## src/rtl/instr_fetch_unit.sv

```systemverilog
// rtl/instr_fetch_unit.sv - IF-stage controller: fetch PC, imem handshake and IF/ID register
module instr_fetch_unit #(
  parameter logic [31:0] RESET_PC  = 32'h0000_0000,
  parameter logic [31:0] NOP_INSTR = 32'h0000_0013
) (
  input  logic        clk_i,
  input  logic        rst_i,
  input  logic        pc_write_i,
  input  logic        stall_i,
  input  logic        flush_i,
  input  logic [31:0] branch_target_i,
  output logic        imem_req_o,
  output logic [31:0] imem_addr_o,
  input  logic        imem_ack_i,
  input  logic [31:0] imem_rdata_i,
  output logic [31:0] if_id_pc_o,
  output logic [31:0] if_id_instr_o,
  output logic        if_id_valid_o
);

  typedef enum logic [1:0] {FETCH, HOLD, DISCARD} state_t;

  state_t      state_q, state_d;
  logic [31:0] fpc_q, fpc_d;
  logic [31:0] req_addr_q, req_addr_d;
  logic [31:0] hold_instr_q, hold_instr_d;
  logic [31:0] hold_pc_q, hold_pc_d;
  logic [31:0] pc_q, pc_d;
  logic [31:0] instr_q, instr_d;
  logic        valid_q, valid_d;
  logic        loaded;

  logic        consume;
  logic        ack_taken;
  logic [31:0] target;

  assign consume   = pc_write_i & ~stall_i;
  assign target    = branch_target_i & ~32'h3;
  // DISCARD keeps presenting the stale address so the memory sees a stable request until ack
  assign imem_req_o  = ~rst_i & (state_q != HOLD);
  assign imem_addr_o = (state_q == DISCARD) ? req_addr_q : fpc_q;
  assign ack_taken   = imem_ack_i & imem_req_o;

  assign if_id_pc_o    = pc_q;
  assign if_id_instr_o = instr_q;
  assign if_id_valid_o = valid_q;

  always_comb begin
    state_d      = state_q;
    fpc_d        = fpc_q;
    req_addr_d   = req_addr_q;
    hold_instr_d = hold_instr_q;
    hold_pc_d    = hold_pc_q;
    pc_d         = pc_q;
    instr_d      = instr_q;
    valid_d      = valid_q;
    loaded       = 1'b0;

    case (state_q)
      FETCH: begin
        if (flush_i) begin
          fpc_d = target;
          if (!ack_taken) begin
            state_d    = DISCARD;
            req_addr_d = fpc_q;
          end
        end else if (ack_taken) begin
          if (consume) begin
            pc_d    = fpc_q;
            instr_d = imem_rdata_i;
            valid_d = 1'b1;
            loaded  = 1'b1;
            fpc_d   = fpc_q + 32'd4;
          end else begin
            hold_instr_d = imem_rdata_i;
            hold_pc_d    = fpc_q;
            state_d      = HOLD;
          end
        end
      end
      HOLD: begin
        if (flush_i) begin
          fpc_d   = target;
          state_d = FETCH;
        end else if (consume) begin
          pc_d    = hold_pc_q;
          instr_d = hold_instr_q;
          valid_d = 1'b1;
          loaded  = 1'b1;
          fpc_d   = fpc_q + 32'd4;
          state_d = FETCH;
        end
      end
      DISCARD: begin
        if (flush_i) fpc_d = target;
        // the stale request is complete once acked, even if another flush arrives with it
        if (ack_taken) state_d = FETCH;
      end
      default: state_d = FETCH;
    endcase

    if (flush_i || (!stall_i && consume && !loaded)) begin
      pc_d    = 32'd0;
      instr_d = NOP_INSTR;
      valid_d = 1'b0;
    end
  end

  always_ff @(posedge clk_i) begin
    if (rst_i) begin
      state_q      <= FETCH;
      fpc_q        <= RESET_PC;
      req_addr_q   <= 32'd0;
      hold_instr_q <= 32'd0;
      hold_pc_q    <= 32'd0;
      pc_q         <= 32'd0;
      instr_q      <= NOP_INSTR;
      valid_q      <= 1'b0;
    end else begin
      state_q      <= state_d;
      fpc_q        <= fpc_d;
      req_addr_q   <= req_addr_d;
      hold_instr_q <= hold_instr_d;
      hold_pc_q    <= hold_pc_d;
      pc_q         <= pc_d;
      instr_q      <= instr_d;
      valid_q      <= valid_d;
    end
  end

endmodule
```

## config.mk

```make
export PLATFORM = sky130hd
export DESIGN_NAME = instr_fetch_unit
export DESIGN_NICKNAME = d
export VERILOG_FILES = /design/src/rtl/instr_fetch_unit.sv
export SDC_FILE = /design/constraint.sdc
export NUM_CORES = 1
export LEC_CHECK = 0
export ABC_AREA = 0
export CORE_UTILIZATION = 25
export CTS_CLUSTER_DIAMETER = 100
export CTS_CLUSTER_SIZE = 12
export DETAILED_ROUTE_END_ITERATION = 7
export DONT_BUFFER_PORTS = 1
export SETUP_SLACK_MARGIN = 0.1
export SLEW_MARGIN = 30
export SYNTH_ARGS = -nofsm -noshare
export SYNTH_HDL_FRONTEND = slang
export SYNTH_SLANG_ARGS = --single-unit
```

## constraint.sdc

```tcl
create_clock -name clk_i -period 2.3 [get_ports clk_i]
set_input_delay 0.575 -clock clk_i [delete_from_list [all_inputs] [get_ports clk_i]]
set_output_delay 0.575 -clock clk_i [all_outputs]
set_load 0.005 [all_outputs]
```

==> results.sh, run 1 <==
export IMPL_dpl_worst_slack_ns=0.157
export IMPL_post_dp_hpwl_um=17200
export IMPL_relSlewSlack=0.650
export IMPL_clkPwrFrac=0.426
export IMPL_cts_clk_slew_worst_paths_ns=0.07
export IMPL_portBuffers=0
export IMPL_slew_viol_final=0
export IMPL_syn_inst=1031
export IMPL_regArea_um2=3750
export IMPL_p_sw_mw=1.88
export IMPL_clkLatencyLatePin_ns=0.43
export IMPL_io_pins=168
export IMPL_cts_sinks=187
export IMPL_initial_core_util=0.257
export IMPL_track_usage=0.144
export IMPL_netlist_area_leader_share=0.444
export IMPL_synth_seq_cells=187
export IMPL_critPathRequiredTime_ns=1.73
export IMPL_drive_gt1_frac=0.132
export IMPL_nFillCells=3518
export IMPL_worstSetupStartpointType="register"
export IMPL_reg2reg_slack_ns=0.24
export IMPL_ant_nets=0
export IMPL_routed_via_density=4.80
export IMPL_first_pass_iters=5
export IMPL_finalSetupTns_ns=0
export IMPL_multi_input_area_um2=4290
export IMPL_yosys_warnings=0
export IMPL_synthArstFlopShare=0
export IMPL_wirelength_um=24900
export IMPL_yosysSeqAreaShare=0.444
export IMPL_cts_tree="yes"
export IMPL_crit_arrival_ns=1.60
export IMPL_p_int_mw=5.44
export IMPL_syn_avg_cell_area_um2=8.19
export IMPL_antenna_found_initial=3
export IMPL_dieWidth_um=186
export IMPL_die_area_um2=34500
export IMPL_max_freq_mhz=459
export IMPL_vias=7070
export IMPL_synthFlopType="dfxtp_1"
export IMPL_clockBufferDepth=2
export IMPL_tightest_slew_ns=0.524
export IMPL_final_setup_viol_count=0
export IMPL_final_hold_viol_count=0
export IMPL_fp_dieH_um=186
export IMPL_rsz0062_at_grt="yes"
export IMPL_p_leak_nw=3.64
export IMPL_cp_max_fo=7
export IMPL_syn_area_um2=8440
export IMPL_power_frac_seq=0.465
export IMPL_hold_buffers=0
export IMPL_syn_to_final_growth_pct=17.6
export IMPL_skew_ns=0.0115
export IMPL_worst_slack_ns=0.121
export IMPL_drtIter0Drc=394
export IMPL_first_global_vias=6482
export IMPL_swShare=0.257
export IMPL_htreeDepth=4
export IMPL_min_period_over_period=0.947
export IMPL_drc_errors=0
export IMPL_core_area_um2=32900
export IMPL_clock_root_buffer="clkbuf_16"
export IMPL_period_needed_ns=2.18
export IMPL_synth_top_area_cell="dfxtp_1"
export IMPL_crit_type="reg -> out"
export IMPL_fp_row_count=66
export IMPL_grt_max_degree=120
export IMPL_grt_ovfl_total=0
export IMPL_irDropWorstVdd_v=0.000536
export IMPL_place_congestion=0.820
export IMPL_combPwrFrac=0.109
export IMPL_grt_pass1_wl_um=37900
export IMPL_synth_edff_count=0
export IMPL_ys_top_cells_by_area="dfxtp_1 (44%), nand2_1 (9.6%), mux2i_1 (7.7%)"
export IMPL_cts_buffers=17
export IMPL_p_per_area_nw_per_um2=738
export IMPL_fin_nets=1089
export IMPL_ys_types=60
export IMPL_status="finished clean"
export IMPL_drv_cap=0
export IMPL_end_kind="output port"
export IMPL_routedWlPerCell_um=16.9
export IMPL_hold_path_class="in -> reg"
[layout make-up]
| class | count | area share |
|---|---|---|
| Multi-Input combinational cell | 737 | 0.433 |
| Sequential cell | 187 | 0.378 |
| Timing Repair Buffer | 63 | 0.0673 |
| Tap cell | 442 | 0.0557 |
| Clock buffer | 19 | 0.0456 |
| Clock inverter | 11 | 0.0159 |
| Inverter | 12 | 0.00454 |
| Antenna cell | 1 | 0.000252 |
[stage by stage]
step | instances | util | cell area (um2) | hold slack, ns | total power [mW]
5_1_grt | 1471 | 0.302 | 9920 | 0.183 | 7.64
6_report | 1472 | 0.302 | 9920 | 0.213 | 7.32
3_5_place_dp | 1434 | 0.279 | 9170 | 0.440 | 4.24
3_3_place_gp | 1434 | 0.279 | 9170 | 0.433 | 4.23
4_1_cts | 1467 | 0.300 | 9850 | 0.181 | 7.40
2_1_floorplan | 1034 | - | 8450 | 0.433 | 4.01
[logic make-up after synthesis]
| kind of cell | count (synthesis) | synth area share |
|---|---|---|
| AO/OA/AOI/OAI | 257 | 0.189 |
| adder cells (fa/ha/maj) | 1 | 0.00148 |
| buffers and inverters | 110 | 0.0572 |
| flip-flops | 187 | 0.444 |
| multiplexers | 88 | 0.108 |
| other | 1 | 0.000444 |
| AND/OR/NAND/NOR | 387 | 0.200 |
[worst paths after layout]
check,from,endpoint,depth (start not counted)
max,state_q[1],imem_addr_o[20],4
min,rst_i,hold_instr_q[0],1
max reg2reg,fpc_q[2],fpc_q[24],6
min reg2reg,hold_instr_q[3],hold_instr_q[3],2
[synth_stat cells (all sizes together), types with 2 or more instances]
library cell	count
nand2	216
dfxtp	187
a21oi	112
nor2	90
a211oi	69
mux2i	65
clkbuf	52
buf	46
o21ai	36
mux2	23
nand3	14
nor3	14
inv	12
nand2b	10
nand4	9
and2	8
nor4	7
and3	5
or2	5
a31oi	4
o221ai	4
a211o	3
a41o	3
a41oi	3
o31ai	3
a21o	2
a311oi	2
nand3b	2
o21a	2
o221a	2
o32ai	2
[worst max-delay path: stages (launching register included)]
cell and delay (ns):
dfxtp_4 0.35, nor2b_4 0.15, buf_12 0.15, clkbuf_16 0.16
mux2_2 0.35
[layer usage]
metal | part of all wire | GRT usage | vias to the layer above
met3 | 0.091 | 0.0569 | 23
met4 | 0.015 | 0.0462 | 4
met2 | 0.43 | 0.213 | 192
met5 | 0.00072 | 0 | -
met1 | 0.47 | 0.190 | 3304
li1 | - | - | 3547
[power groups by stage]
stage | Combinational (mW) | Clock (mW) | Sequential [mW]
floorplan | 0.546 | 0 | 3.46
global placement | 0.747 | 0 | 3.48
detailed placement | 0.757 | 0 | 3.48
CTS | 0.783 | 3.21 | 3.40
global route | 0.875 | 3.35 | 3.42
finish | 0.797 | 3.12 | 3.41
[flip-flops by register name (all words and copies together) (netlist names)]
| name | flops |
|---|---|
| hold_instr_q | 32 |
| if_id_instr_o | 32 |
| fpc_q | 30 |
| hold_pc_q | 30 |
| if_id_pc_o | 30 |
| req_addr_q | 30 |
| state_q | 2 |
| if_id_valid_o | 1 |
[cells in the final DEF (no fill, tap or decap), drive strengths merged, types with 3 or more instances in the layout]
master / n
nand4: 9
o21ai: 36
clkinvlp: 3
or2: 5
a211o: 3
o31ai: 3
dfxtp: 187
and3: 5
nand2: 216
nor4: 7
a211oi: 69
a31oi: 4
buf: 62
mux2i: 65
o221ai: 4
bufinv: 3
nand3: 14
inv: 16
conb: 4
and2: 8
nor3: 14
nand2b: 10
clkbuf: 20
mux2: 23
a21oi: 112
nor2: 90
a41o: 3
a41oi: 3
[repair_timing]
item | CTS | global route
endpoints found under the setup margin | 30 | 21
gates resized for setup | 8 | 6
cloned | 1 | 1
setup buffers | 2 | 3
No activity file was read; power rests on OpenSTA's default activity.
==> run 2, diff against run 1 <==
SLEW_MARGIN = not set   (was 30)
==> results of run 2 <==
Same layout as run 1: the final DEF is identical, and so are final timing and power.
==> run 3, diff against run 2 <==
clock period = 2.15 ns   (was 2.3 ns; I/O delays follow)
==> results.sh, run 3 (same netlist as run 1, synthesis figures left out) <==
export IMPL_clock_root_buffer="clkbuf_16"
export IMPL_crit_arrival_ns=1.60
export IMPL_final_setup_viol_count=0
export IMPL_grt_pass1_wl_um=37200
export IMPL_dr_wl_met3_um=2650
export IMPL_io_pins=168
export IMPL_drv_cap=0
export IMPL_fin_nets=1095
export IMPL_fin_area_um2=10100
export IMPL_clockBufferDepth=2
export IMPL_grt_max_degree=120
export IMPL_final_hold_viol_count=0
export IMPL_reg2reg_slack_ns=0.21
export IMPL_period_needed_ns=2.14
export IMPL_dp_cells=1437
export IMPL_portBuffers=0
export IMPL_critPathRequiredTime_ns=1.61
export IMPL_status="finished clean"
export IMPL_die_area_um2=34500
export IMPL_max_freq_mhz=468
export IMPL_htreeDepth=4
export IMPL_fp_dieH_um=186
export IMPL_worst_slack_ns=0.0149
export IMPL_routedWlPerCell_um=16.8
export IMPL_worstSetupStartpointType="register"
export IMPL_wirelength_um=24900
export IMPL_post_dp_hpwl_um=16900
export IMPL_dpl_cell_area_um2=9190
export IMPL_drive_gt1_frac=0.144
export IMPL_rsz0062_at_grt="yes"
export IMPL_dr_wl_met2_um=10700
export IMPL_drc_errors=0
export IMPL_hold_path_class="in -> reg"
export IMPL_antenna_found_initial=4
export IMPL_skew_ns=0.00758
export IMPL_cts_tree="yes"
export IMPL_vias=7108
export IMPL_dpl_worst_slack_ns=0.0885
export IMPL_final_common_cell="nand2_1"
export IMPL_fin_util=0.306
export IMPL_r2r_end="fpc_q[24]"
export IMPL_routed_via_density=4.80
export IMPL_end_kind="output port"
export IMPL_core_area_um2=32900
export IMPL_p_per_area_nw_per_um2=799
export IMPL_initial_core_util=0.257
export IMPL_place_congestion=0.803
export IMPL_p_leak_nw=3.70
export IMPL_min_period_over_period=0.993
export IMPL_slew_viol_final=0
export IMPL_irDropWorstVdd_v=0.000579
export IMPL_cts_sinks=187
export IMPL_cp_max_fo=9
export IMPL_endpoint="imem_addr_o[13]"
export IMPL_crit_type="reg -> out"
export IMPL_first_global_vias=6370
export IMPL_hold_buffers=0
export IMPL_ant_nets=0
export IMPL_clkLatencyLatePin_ns=0.44
export IMPL_critPathLaunch="state_q[0]"
export IMPL_mostFrequentLayoutCells="nand2_1 (216), dfxtp_1 (184), a21oi_1 (112)"
export IMPL_hold_depth=1
export IMPL_cts_clk_slew_worst_paths_ns=0.07
export IMPL_drt_met1_wl_um=11200
export IMPL_fp_row_count=66
export IMPL_track_usage=0.141
export IMPL_drtIter0Drc=508
export IMPL_cts_buffers=17
export IMPL_highest_layer="met5"
export IMPL_grt_ovfl_total=0
export IMPL_finalPower_mw=8.05
export IMPL_rr_startpoint="fpc_q[2]"
export IMPL_hold_start="rst_i"
export IMPL_dieWidth_um=186
export IMPL_syn_to_final_growth_pct=19.3
export IMPL_final_cells=1481
export IMPL_r2r_cells=6
export IMPL_first_pass_iters=5
-- run 3: cell type report --
class                   instances  area [um2]
clock inverters                13         208
inverters                      12        45.0
clock buffers                  19         443
multi-input cells             737        4350
repair buffers                 69         714
flip-flops and latches        187        3750
diodes                          2        5.00
well taps                     442         553
fillers                      3480       22800
-- run 3: per-layer routing --
metal / vias up / global-route usage
li1: 3570 / -
met1: 3298 / 0.179
met2: 214 / 0.212
met3: 22 / 0.0614
met4: 4 / 0.0452
met5: - / 0
-- run 3: critical path: stages (launching register included) --
cell       delay [ns]
dfxtp_4          0.36
nor2b_4          0.13
buf_12           0.14
clkbuf_16        0.16
mux2_2           0.36
-- run 3: power by group --
group	internal, mW	total [mW]	switching (mW)
sequential	3.56	3.65	0.0916
clock	2.01	3.52	1.50
combinational	0.378	0.879	0.501
total	5.95	8.05	2.09
-- run 3: worst min-delay path by stage --
stage	slack, ns	to
after detailed placement	0.44	hold_pc_q[31]
after global placement	0.43	req_addr_q[12]
after CTS	0.12	state_q[1]
after floorplan	0.43	req_addr_q[10]
final	0.16	hold_pc_q[26]
after global routing	0.14	state_q[1]
-- run 3: what timing repair did --
action	CTS	global route
setup endpoints to repair	32	30
resized for setup	10	26
buffers inserted	3	5
cloned	0	2
-- run 3: metrics by stage --
stage / TNS [ns] / hold slack [ns]
finish: 0 / 0.158
global route: -0.376 / 0.135
floorplan: 0 / 0.433
CTS: 0 / 0.123
global placement: 0 / 0.433
detailed placement: 0 / 0.440
